**src/rtl/spi_resp_framer.sv**
```systemverilog
// spi_resp_framer: frames a CCU response (header + AXI4-Stream payload) into
// SYNC, CMD, LEN, payload[LEN], CHECKSUM for the SPI slave transmitter.
// Optional build macro SPI_RESP_FRAMER_CRC8_EN selects a CRC-8 (poly 0x07)
// checksum; otherwise the checksum is the XOR of CMD, LEN and payload/pad.
module spi_resp_framer #(
  parameter logic [7:0] SYNC_BYTE = 8'hA5
) (
  input  logic       axi_aclk,
  input  logic       axi_aresetn,
  input  logic       hdr_valid,
  output logic       hdr_ready,
  input  logic [7:0] hdr_cmd,
  input  logic [7:0] hdr_len,
  input  logic [7:0] axis_sdata,
  input  logic       axis_svalid,
  output logic       axis_sready,
  input  logic       axis_slast,
  output logic [7:0] axis_rdata,
  output logic       axis_rvalid,
  input  logic       axis_rready,
  output logic       axis_rlast,
  output logic       err_len
);

  localparam int unsigned W = 8;

  typedef enum logic [2:0] {
    S_IDLE, S_SYNC, S_CMD, S_LEN, S_PAYLOAD, S_PAD, S_CSUM
  } state_t;

  state_t       r_state;
  logic [W-1:0] r_cmd;
  logic [W-1:0] r_len;
  logic [W-1:0] r_cnt;
  logic [W-1:0] r_csum;
  logic [W-1:0] r_rdata;
  logic         r_rvalid;
  logic         r_rlast;
  logic         r_hdr_ready;
  logic         r_err_len;

  logic         w_in_pay;
  logic         w_r_hs;
  logic         w_hdr_hs;
  logic         w_cnt_last;
  logic [W-1:0] w_csum_nxt;

  // Fold one byte into the running checksum.
  function automatic logic [W-1:0] f_fold(input logic [W-1:0] i_acc, input logic [W-1:0] i_byte);
`ifdef SPI_RESP_FRAMER_CRC8_EN
    logic [W-1:0] v;
    v = i_acc ^ i_byte;
    for (int b = 0; b < 8; b++) begin
      v = v[7] ? ((v << 1) ^ 8'h07) : (v << 1);
    end
    return v;
`else
    return i_acc ^ i_byte;
`endif
  endfunction

  assign w_in_pay   = (r_state == S_PAYLOAD);
  assign w_r_hs     = axis_rvalid && axis_rready;
  assign w_hdr_hs   = hdr_valid && r_hdr_ready;
  assign w_cnt_last = (r_cnt == W'(r_len - 8'd1));
  // The byte on the output bus is always the one being folded on a handshake.
  assign w_csum_nxt = f_fold(r_csum, axis_rdata);

  // Payload passes straight through; every other byte comes from registers.
  assign axis_rdata  = w_in_pay ? axis_sdata  : r_rdata;
  assign axis_rvalid = w_in_pay ? axis_svalid : r_rvalid;
  assign axis_sready = w_in_pay && axis_rready;
  assign axis_rlast  = r_rlast;
  assign hdr_ready   = r_hdr_ready;
  assign err_len     = r_err_len;

  // Frame sequencer with registered outputs.
  always_ff @(posedge axi_aclk or negedge axi_aresetn) begin
    if (!axi_aresetn) begin
      r_state     <= S_IDLE;
      r_cmd       <= '0;
      r_len       <= '0;
      r_cnt       <= '0;
      r_csum      <= '0;
      r_rdata     <= '0;
      r_rvalid    <= 1'b0;
      r_rlast     <= 1'b0;
      r_hdr_ready <= 1'b0;
      r_err_len   <= 1'b0;
    end else begin
      r_err_len <= 1'b0;
      case (r_state)
        S_IDLE: begin
          r_hdr_ready <= 1'b1;
          r_rvalid    <= 1'b0;
          r_rlast     <= 1'b0;
          if (w_hdr_hs) begin
            r_cmd       <= hdr_cmd;
            r_len       <= hdr_len;
            r_cnt       <= '0;
            r_csum      <= '0;
            r_hdr_ready <= 1'b0;
            r_rvalid    <= 1'b1;
            r_rdata     <= SYNC_BYTE;
            r_state     <= S_SYNC;
          end
        end
        S_SYNC: begin
          if (w_r_hs) begin
            r_rdata <= r_cmd;
            r_state <= S_CMD;
          end
        end
        S_CMD: begin
          if (w_r_hs) begin
            r_csum  <= w_csum_nxt;
            r_rdata <= r_len;
            r_state <= S_LEN;
          end
        end
        S_LEN: begin
          if (w_r_hs) begin
            r_csum <= w_csum_nxt;
            if (r_len != '0) begin
              r_state <= S_PAYLOAD;
            end else begin
              r_rdata <= w_csum_nxt;
              r_rlast <= 1'b1;
              r_state <= S_CSUM;
            end
          end
        end
        S_PAYLOAD: begin
          if (w_r_hs) begin
            r_csum <= w_csum_nxt;
            r_cnt  <= W'(r_cnt + 8'd1);
            if (w_cnt_last) begin
              // Surplus payload beyond len stays upstream for the next frame.
              r_err_len <= !axis_slast;
              r_rdata   <= w_csum_nxt;
              r_rlast   <= 1'b1;
              r_state   <= S_CSUM;
            end else if (axis_slast) begin
              r_err_len <= 1'b1;
              r_rdata   <= '0;
              r_state   <= S_PAD;
            end
          end
        end
        S_PAD: begin
          if (w_r_hs) begin
            r_csum <= w_csum_nxt;
            r_cnt  <= W'(r_cnt + 8'd1);
            if (w_cnt_last) begin
              r_rdata <= w_csum_nxt;
              r_rlast <= 1'b1;
              r_state <= S_CSUM;
            end
          end
        end
        S_CSUM: begin
          if (w_r_hs) begin
            r_rvalid    <= 1'b0;
            r_rlast     <= 1'b0;
            r_rdata     <= '0;
            r_hdr_ready <= 1'b1;
            r_state     <= S_IDLE;
          end
        end
        default: r_state <= S_IDLE;
      endcase
    end
  end

endmodule

```
**config.mk**
```make
export PLATFORM = sky130hd
export DESIGN_NAME = spi_resp_framer
export DESIGN_NICKNAME = d
export VERILOG_FILES = /design/src/rtl/spi_resp_framer.sv
export SDC_FILE = /design/constraint.sdc
export NUM_CORES = 1
export LEC_CHECK = 0
export ABC_AREA = 1
export ABC_CLOCK_PERIOD_IN_PS = 1900
export BUFFER_PORTS_ARGS = -buffer_cell sky130_fd_sc_hd__buf_2
export CAP_MARGIN = 20
export CORE_MARGIN = 2
export CORE_UTILIZATION = 30
export CTS_BUF_LIST = sky130_fd_sc_hd__clkbuf_4 sky130_fd_sc_hd__clkbuf_8
export CTS_CLUSTER_SIZE = 30
export DETAILED_ROUTE_END_ITERATION = 8
export GPL_TIMING_DRIVEN = 0
export REMOVE_ABC_BUFFERS = 1
export SLEW_MARGIN = 0
export SYNTH_ARGS = -nofsm -noshare
export SYNTH_HDL_FRONTEND = slang
export SYNTH_SLANG_ARGS = --single-unit
```
**constraint.sdc**
```tcl
create_clock -name axi_aclk -period 1.9 [get_ports axi_aclk]
set_clock_uncertainty 0.05 [all_clocks]
set_input_delay 0.475 -clock axi_aclk [delete_from_list [all_inputs] [get_ports axi_aclk]]
set_output_delay 0.475 -clock axi_aclk [all_outputs]
set_load 0.02 [all_outputs]
```
==> results of run 1 <==
worst register-to-register path: cells and delay by family, from the launching register on:
kind	cells	cell delay (ps)
buf+inv	2	320
simple gates	7	930
compound gates	1	150
flops	1	470
power by group through the flow:
| stage | logic, mW | registers [mW] | clock network, mW |
|---|---|---|---|
| after floorplan | 2.05 | 1.66 | 0 |
| after global placement | 2.71 | 1.70 | 0 |
| after detailed placement | 2.79 | 1.71 | 0 |
| after CTS | 3.22 | 1.70 | 0.658 |
| after global routing | 4.17 | 1.79 | 0.710 |
| final | 3.73 | 1.73 | 0.649 |
sequential cells by signal (all words and copies together), names as in the netlist:
signal / cells
r_rvalid: 1
hdr_ready: 1
r_cnt: 8
r_state: 3
err_len: 1
r_csum: 8
r_len: 8
axis_rlast: 1
r_cmd: 8
r_rdata: 8
cells in the mapped netlist (all sizes together):
cell type,instances,area [µm²]
a21oi,8,43.8
a211oi,4,30.0
dfrtp,47,1180
nor4,1,6.26
nand2,170,656
o21ai,23,115
and3,1,6.26
o22ai,1,6.26
xnor2,2,17.5
ha,3,37.5
nor3,11,60.1
nand4,4,31.3
nand3,30,168
xor2,10,87.6
or2,1,6.26
nor2,37,164
o211ai,1,12.5
buf,2,8.75
clkbuf,4,15.0
clkinv,1,3.75
nand3b,1,7.51
inv,44,165
stage by stage:
step | utilization, % | worst slack [ps]
5_1_grt | 42.0 | -248
6_report | 42.0 | -107
3_5_place_dp | 34.6 | -463
3_3_place_gp | 34.2 | -1720
2_1_floorplan | - | -797
4_1_cts | 38.2 | -137
metal layers:
layer | track usage (%) | vias to the layer above | part of all wire [%]
li1 | - | 1425 | -
met1 | 20.7 | 1339 | 46
met2 | 24.9 | 59 | 49
met3 | 2.29 | 6 | 4.7
met4 | 3.01 | 0 | 0.73
met5 | 0 | - | 0
repair_timing:
item                       CTS  global route
buffers inserted            17             9
setup endpoints to repair   39            39
gates cloned                 1             0
hold buffers                 0             0
gates resized for setup     32            70
pin swaps                   17            23
worst paths after layout:
check,slack (ps),to,from,cells past startpoint
max,-110,axis_rdata[6],r_state[0]$_DFFE_PN0P_,6
min,120,r_csum[1]$_DFFE_PN0P_,axi_aresetn,1
max reg2reg,-70,r_rdata[6]$_DFFE_PN0P_,r_state[0]$_DFFE_PN0P_,10
min reg2reg,430,r_cmd[2]$_DFFE_PN0P_,r_cmd[2]$_DFFE_PN0P_,2
max in group asynchronous,1140,r_cnt[0]$_DFFE_PN0P_,axi_aresetn,2
min in group axi_aclk,310,r_cmd[7]$_DFFE_PN0P_,hdr_cmd[7],3
layout make-up:
type / count / area [µm²]
Inverter: 45 / 184
Sequential cell: 47 / 1180
Timing Repair Buffer: 70 / 538
Tap cell: 111 / 139
Multi-Input combinational cell: 308 / 1720
Fill cell: 912 / 5340
Clock buffer: 5 / 68.8
Clock inverter: 3 / 23.8
Timing Repair inverter: 1 / 6.26
logic make-up after synthesis:
| kind of cell | Yosys count | share of synthesized area [%] |
|---|---|---|
| buffers and inverters | 51 | 6.82 |
| flip-flops | 47 | 41.6 |
| AND/OR/NAND/NOR | 256 | 39.1 |
| adder cells (fa/ha/maj) | 3 | 1.33 |
| XOR/XNOR | 12 | 3.72 |
| AO/OA/AOI/OAI | 37 | 7.35 |
==> impl_metrics.json, run 1 <==
{
  "syn_to_final_growth_pct": 36.7,
  "grt_antenna_before_repair": 0,
  "worst_pin_slew_ps": 621,
  "synthCells": 406,
  "finalMaxSlewViolations": 0,
  "p_int_mw": 3.14,
  "ir_drop_mv": 0.698,
  "antenna_left": 0,
  "grt_usage_pct": 14.9,
  "ys.warnings.count": 0,
  "layout.nets": 511,
  "fmax_mhz": 498,
  "worstPathRequired_ps": 1370,
  "power_frac_seq_pct": 28.4,
  "path_class": "reg -> out",
  "dp_hpwl_um": 5090,
  "finalWorstSetupSlack_ps": -107,
  "gp_congestion": 0.857,
  "seq_area_frac_synth_pct": 41.6,
  "final_common_cell": "nand2_1",
  "rsz0062_at_grt": "yes",
  "hold_class": "in -> async",
  "fin_cells": 590,
  "path_cells": "nor2_4, nand2_4, buf_6, nand2_4, nand2_2, buf_6",
  "viasPerCell": 4.79,
  "postLayoutCellArea_mm2": 0.00386,
  "cts.sink_count": 47,
  "grt_pass1_wl_um": 12200,
  "cts_buffer_depth": 2,
  "cp.arrival_ps": 1480,
  "p_total_mw": 6.11,
  "mostFrequentLayoutCells": "141 x nand2_1, 45 x dfrtp_1, 32 x buf_2",
  "pwr-share-clk_pct": 10.6,
  "violations": "setup timing",
  "row_count": 35,
  "cts.clk_slew.worst_paths_ps": 100,
  "start_kind": "flip-flop",
  "critPathMaxFanout": 8,
  "cts-root-buf": "clkbuf_8",
  "grt_pass1_vias": 2612,
  "setup_tns_ps": -1530,
  "overflow": 0,
  "slew_headroom_pct": 58.6,
  "setup_violations": 24,
  "p_leak_nw": 1.97,
  "crit_slowest_cell": "dfrtp_2",
  "antenna_cells_inserted": 0,
  "comb_power_share_pct": 61.0,
  "die_h_um": 101,
  "drive_gt1_share_pct": 31.5,
  "period_needed_ps": 2010,
  "ys_seq_elements": 47,
  "holdWs_ps": 118,
  "dp.cells": 554,
  "p_sw_mw": 2.97,
  "drt_wl_total_um": 7510,
  "io_buffers": 42,
  "crit_buf_inv": 2,
  "die_area_mm2": 0.0102,
  "critPathTopFamily": "flip-flops",
  "drc_errors": 0,
  "critPathMaxStageDelay_ps": 470,
  "cap_violations": 0,
  "postSynthAreaPerCell_um2": 6.96,
  "ios": 43,
  "powerDensity_mw_per_mm2": 1580,
  "cts_tree": "built",
  "htreeDepth": 2,
  "clk_latency_ps": 310,
  "core-area_mm2": 0.00920,
  "finalHoldViolCount": 0,
  "synth_cell_types": 33,
  "dr.pass1.iters": 4,
  "cts_made_buffers": 5,
  "start_util_pct": 30.7,
  "wire_per_inst_um": 12.7,
  "vias": 2829,
  "grt_max_degree": 48,
  "netlist_area_mm2": 0.00282,
  "end_kind": "output port",
  "drtIter0Drc": 165,
  "place_area_mm2": 0.00318,
  "status": "finished with violations",
  "period_share_pct": 106,
  "swShare_pct": 48.6,
  "die_width_um": 101
}
Note: power is estimated with default switching activity, not from simulation.
==> run 2, diff against run 1 <==
--- a/config.mk
+++ b/config.mk
@@ -6,14 +6,14 @@
 export NUM_CORES = 1
 export LEC_CHECK = 0
 export ABC_AREA = 1
-export ABC_CLOCK_PERIOD_IN_PS = 1900
-export BUFFER_PORTS_ARGS = -buffer_cell sky130_fd_sc_hd__buf_2
+export ABC_CLOCK_PERIOD_IN_PS = 2300
 export CAP_MARGIN = 20
 export CORE_MARGIN = 2
 export CORE_UTILIZATION = 30
 export CTS_BUF_LIST = sky130_fd_sc_hd__clkbuf_4 sky130_fd_sc_hd__clkbuf_8
 export CTS_CLUSTER_SIZE = 30
 export DETAILED_ROUTE_END_ITERATION = 8
+export DONT_BUFFER_PORTS = 1
 export GPL_TIMING_DRIVEN = 0
 export REMOVE_ABC_BUFFERS = 1
 export SLEW_MARGIN = 0
==> constraint.sdc (replaced) <==
create_clock -name axi_aclk -period 2.3 [get_ports axi_aclk]
set_clock_uncertainty 0.05 [all_clocks]
set_input_delay 0.575 -clock axi_aclk [delete_from_list [all_inputs] [get_ports axi_aclk]]
set_output_delay 0.575 -clock axi_aclk [all_outputs]
set_load 0.02 [all_outputs]
==> impl_metrics.json, run 2 (same netlist as run 1, synthesis figures left out) <==
{
  "status": "finished clean",
  "setup_violations": 0,
  "clk_latency_ps": 300,
  "htreeDepth": 2,
  "dp.cells": 512,
  "drive_gt1_share_pct": 11.6,
  "drtIter0Drc": 175,
  "worstPathRequired_ps": 1670,
  "grt_max_degree": 48,
  "overflow": 0,
  "gr-max-usage-layer": "met2",
  "p_leak_nw": 1.63,
  "viasPerCell": 4.82,
  "period_needed_ps": 2170,
  "wire_per_inst_um": 12.9,
  "ir_drop_mv": 0.524,
  "cp_common_cell": "nand2_1",
  "finalWorstSetupSlack_ps": 129,
  "rrSetupSlack_ps": 200,
  "row_count": 35,
  "powerDensity_mw_per_mm2": 1340,
  "hold_class": "in -> async",
  "die_width_um": 101,
  "drc_errors": 0,
  "die_area_mm2": 0.0102,
  "timing.rr.start": "r_len[1]$_DFFE_PN0P_",
  "cts-root-buf": "clkbuf_8",
  "path_class": "reg -> out",
  "ff2ff_path_depth": 16,
  "grt_use_met3_pct": 3.05,
  "start_kind": "flip-flop",
  "setup_tns_ps": 0,
  "path_cells": "nor2_2, nand2_4, inv_4, nand2_1, nand2_1",
  "critPathMaxStageDelay_ps": 460,
  "slew_headroom_pct": 61.9,
  "grt_antenna_before_repair": 0,
  "cts.clk_slew.worst_paths_ps": 90,
  "crit_slowest_cell": "dfrtp_1",
  "cts_buffer_depth": 2,
  "p_total_mw": 4.25,
  "critPathTopFamily": "simple AND/OR/NAND/NOR gates",
  "cts_tree": "built",
  "fin_cells": 525,
  "dr.pass1.iters": 5,
  "io_buffers": 0,
  "rsz0062_at_grt": "no",
  "use_met1_pct": 18.6,
  "cts.sink_count": 47,
  "die_h_um": 101,
  "layout.nets": 447,
  "period_share_pct": 94.4,
  "syn_to_final_growth_pct": 12.1,
  "grt_pass1_vias": 2344,
  "antenna_left": 0,
  "cp.arrival_ps": 1550,
  "finish.utilization_pct": 34.4,
  "grt_pass1_wl_um": 11300,
  "dp_hpwl_um": 4950,
  "finalHoldViolCount": 0,
  "grt_usage_pct": 13.9,
  "worst_pin_slew_ps": 569,
  "crit_buf_inv": 1,
  "finalMaxSlewViolations": 0,
  "cap_violations": 0,
  "core-area_mm2": 0.00920,
  "place_ws_ps": -39.9,
  "cts_made_buffers": 5,
  "mostFrequentLayoutCells": "162 x nand2_1, 47 x dfrtp_1, 33 x inv_1",
  "gp_congestion": 0.873,
  "ios": 43,
  "end_kind": "output port",
  "antenna_cells_inserted": 0,
  "fmax_mhz": 461,
  "use_met2_pct": 22.8,
  "vias": 2533,
  "final_common_cell": "nand2_1",
  "drt_wl_total_um": 6760,
  "fill_cells": 999,
  "critPathMaxFanout": 13,
  "worstReg2RegEnd": "r_rdata[7]$_DFFE_PN0P_",
  "start_util_pct": 30.7
}
run 2: what timing repair did:
item / in CTS / in global routing
setup buffers: 0 / 5
hold buffers: 1 / 0
pin swaps: 0 / 3
hold endpoints to repair: 47 / 0
setup endpoints to repair: 12 / 20
gates resized for setup: 2 / 14
run 2: worst max-delay path by stage:
stage | from | to | slack, ps | depth (start not counted)
CTS | r_state[0]$_DFFE_PN0P_ | r_rdata[4]$_DFFE_PN0P_ | 20 | 10
floorplan | r_state[0]$_DFFE_PN0P_ | r_rdata[0]$_DFFE_PN0P_ | -400 | 9
global route | r_len[1]$_DFFE_PN0P_ | r_rdata[4]$_DFFE_PN0P_ | 3 | 16
global placement | r_state[0]$_DFFE_PN0P_ | r_rdata[4]$_DFFE_PN0P_ | -1300 | 8
detailed placement | r_len[0]$_DFFE_PN0P_ | r_rdata[4]$_DFFE_PN0P_ | -40 | 16
finish | r_state[0]$_DFFE_PN0P_ | axis_rdata[5] | 130 | 5
run 2: area by class of cell:
class	count	area, µm²	share of cell area (%)
well taps	111	139	4.39
multi-input cells	308	1510	47.6
repair buffers	7	80.1	2.53
inverters	45	176	5.57
clock buffers	6	82.6	2.61
clock inverters	1	5.00	0.158
flip-flops and latches	47	1180	37.1
run 2: per-stage QoR:
step / hold slack [ps] / area [µm²]
final: 51.9 / 3170
after global routing: 67.7 / 3170
after CTS: 68.5 / 3070
after detailed placement: 232 / 2960
after global placement: 232 / 2940
after floorplan: 229 / 2800
run 2: worst register-to-register path, cell delays in order, from the launching register on:
cell and delay (ps):
dfrtp_1 390, inv_2 120, ha_4 160, inv_1 60
nand2_1 80, nand2_1 60, nand2_1 50, nand2_1 40
nor2_1 80, nand2_1 90, nor2_4 130, nand3_4 120
nand2_2 120, nand3_4 120, nor2_4 230, nand2_1 70
nand2_1 60
run 2: power breakdown:
part	switching, mW	leakage (nW)	internal (mW)
logic	1.55	0.973	0.745
clock network	0.278	0.0470	0.236
registers	0.293	0.608	1.14
total	2.12	1.63	2.13
run 2: metal layers:
layer | share of wire (%) | routed length [µm] | vias up
li1 | - | - | 1292
met1 | 46 | 3130 | 1183
met2 | 48 | 3220 | 51
met3 | 4.8 | 324 | 7
met4 | 1.2 | 82 | 0
met5 | 0 | 0 | -
==> run 3, diff against run 2 <==
--- a/config.mk
+++ b/config.mk
@@ -9,7 +9,7 @@
 export ABC_CLOCK_PERIOD_IN_PS = 2300
 export CAP_MARGIN = 20
 export CORE_MARGIN = 2
-export CORE_UTILIZATION = 30
+export CORE_UTILIZATION = 25
 export CTS_BUF_LIST = sky130_fd_sc_hd__clkbuf_4 sky130_fd_sc_hd__clkbuf_8
 export CTS_CLUSTER_SIZE = 30
 export DETAILED_ROUTE_END_ITERATION = 8
==> impl_metrics.json, run 3 (same netlist as run 1, synthesis figures left out) <==
{
  "status": "finished clean",
  "overflow": 0,
  "final_common_cell": "nand2_1",
  "gp_congestion": 0.828,
  "row_count": 38,
  "finalMaxSlewViolations": 0,
  "cts_buffer_depth": 2,
  "cts_made_buffers": 5,
  "layout.nets": 452,
  "wire_per_inst_um": 12.7,
  "setup_violations": 0,
  "viasPerCell": 4.61,
  "antenna_left": 0,
  "ff2ff_path_depth": 10,
  "cap_violations": 0,
  "start_kind": "flip-flop",
  "hold_class": "in -> async",
  "cts_tree": "built",
  "postLayoutCellArea_mm2": 0.00327,
  "rsz0062_at_grt": "no",
  "die_h_um": 110,
  "grt_max_degree": 48,
  "grt_pass1_wl_um": 11900,
  "powerDensity_mw_per_mm2": 1340,
  "core-area_mm2": 0.0109,
  "cp.arrival_ps": 1520,
  "fin_cells": 560,
  "worstPathRequired_ps": 1670,
  "slew_headroom_pct": 61.3,
  "critPathMaxFanout": 13,
  "cts.sink_count": 47,
  "path_class": "reg -> out",
  "p_total_mw": 4.37,
  "dr.pass1.iters": 5,
  "finish.utilization_pct": 29.9,
  "drtIter0Drc": 214,
  "drive_gt1_share_pct": 13.6,
  "p_leak_nw": 1.64,
  "vias": 2579,
  "drc_errors": 0,
  "fmax_mhz": 467,
  "syn_to_final_growth_pct": 15.7,
  "start_util_pct": 25.8,
  "die_width_um": 110,
  "die_area_mm2": 0.0122,
  "mostFrequentLayoutCells": "160 x nand2_1, 47 x dfrtp_1, 33 x inv_1",
  "worst_pin_slew_ps": 577,
  "holdWs_ps": 58.4,
  "ir_drop_mv": 0.518,
  "end_kind": "output port",
  "dp_hpwl_um": 5320,
  "period_share_pct": 93.1,
  "finalHoldViolCount": 0,
  "setup_tns_ps": 0,
  "ios": 43,
  "dp.cells": 541,
  "grt_usage_pct": 12.3,
  "cts-root-buf": "clkbuf_8",
  "grt_pass1_vias": 2444,
  "htreeDepth": 2,
  "fill_cells": 1194,
  "clk_latency_ps": 300,
  "finalWorstSetupSlack_ps": 159,
  "place_area_mm2": 0.00299,
  "grt_antenna_before_repair": 0,
  "antenna_cells_inserted": 0,
  "io_buffers": 0,
  "place_ws_ps": -239,
  "cts.clk_slew.worst_paths_ps": 100,
  "drt_wl_total_um": 7130,
  "period_needed_ps": 2140
}
## run 3: cell types whose count changed in the layout (fill, tap and decap cells not counted), moves of 2 or more
cell and delta:
buf_4 +5, clkinvlp_4 +2, inv_2 +2, inv_4 -2, nand2_1 -2, nand2_2 +2
## run 3: final timing paths
kind	start	to	slack (ps)
max	r_state[1]$_DFFE_PN0P_	axis_rvalid	160
min	axi_aresetn	r_len[1]$_DFFE_PN0P_	60
max reg2reg	r_state[0]$_DFFE_PN0P_	r_rdata[0]$_DFFE_PN0P_	190
min reg2reg	r_cmd[7]$_DFFE_PN0P_	r_cmd[7]$_DFFE_PN0P_	430
max in group asynchronous	axi_aresetn	r_rvalid$_DFFE_PN0P_	1930
min in group axi_aclk	hdr_cmd[7]	r_cmd[7]$_DFFE_PN0P_	330
## run 3: area by class of cell
class                      count  area [µm²]  share of cell area [%]
multi-input combinational    308        1540                    47.1
timing repair buffer          12         114                    3.49
clock buffer                   5        68.8                    2.11
inverter                      45         171                    5.25
clock inverter                 3        23.8                   0.728
sequential                    47        1180                    36.0
tap                          140         175                    5.36
## run 3: worst max-delay path: stages (launching register included)
cell,delay [ps]
dfrtp_1,460
nor2_4,160
nand2_4,130
inv_4,170
nand2_1,80
nand2_2,90
inv_1,110
## run 3: report_power, final
part	switching [mW]	total, mW	internal [mW]
Sequential	0.300	1.44	1.14
Combinational	1.59	2.40	0.801
Clock	0.309	0.527	0.218
## run 3: timing repair
action,in CTS,in global routing
cloned,0,0
gates resized for setup,4,15
pin swaps,1,5
hold endpoints to repair,47,0
hold buffers,1,0
setup endpoints to repair,20,25
buffers inserted,1,9
## run 3: layer usage
metal | routed length [µm] | vias to the layer above | global-route usage (%)
li1 | - | 1308 | -
met1 | 3160 | 1206 | 15.9
met2 | 3540 | 56 | 21.0
met3 | 329 | 9 | 2.35
met4 | 104 | 0 | 3.57
met5 | 0 | - | 0
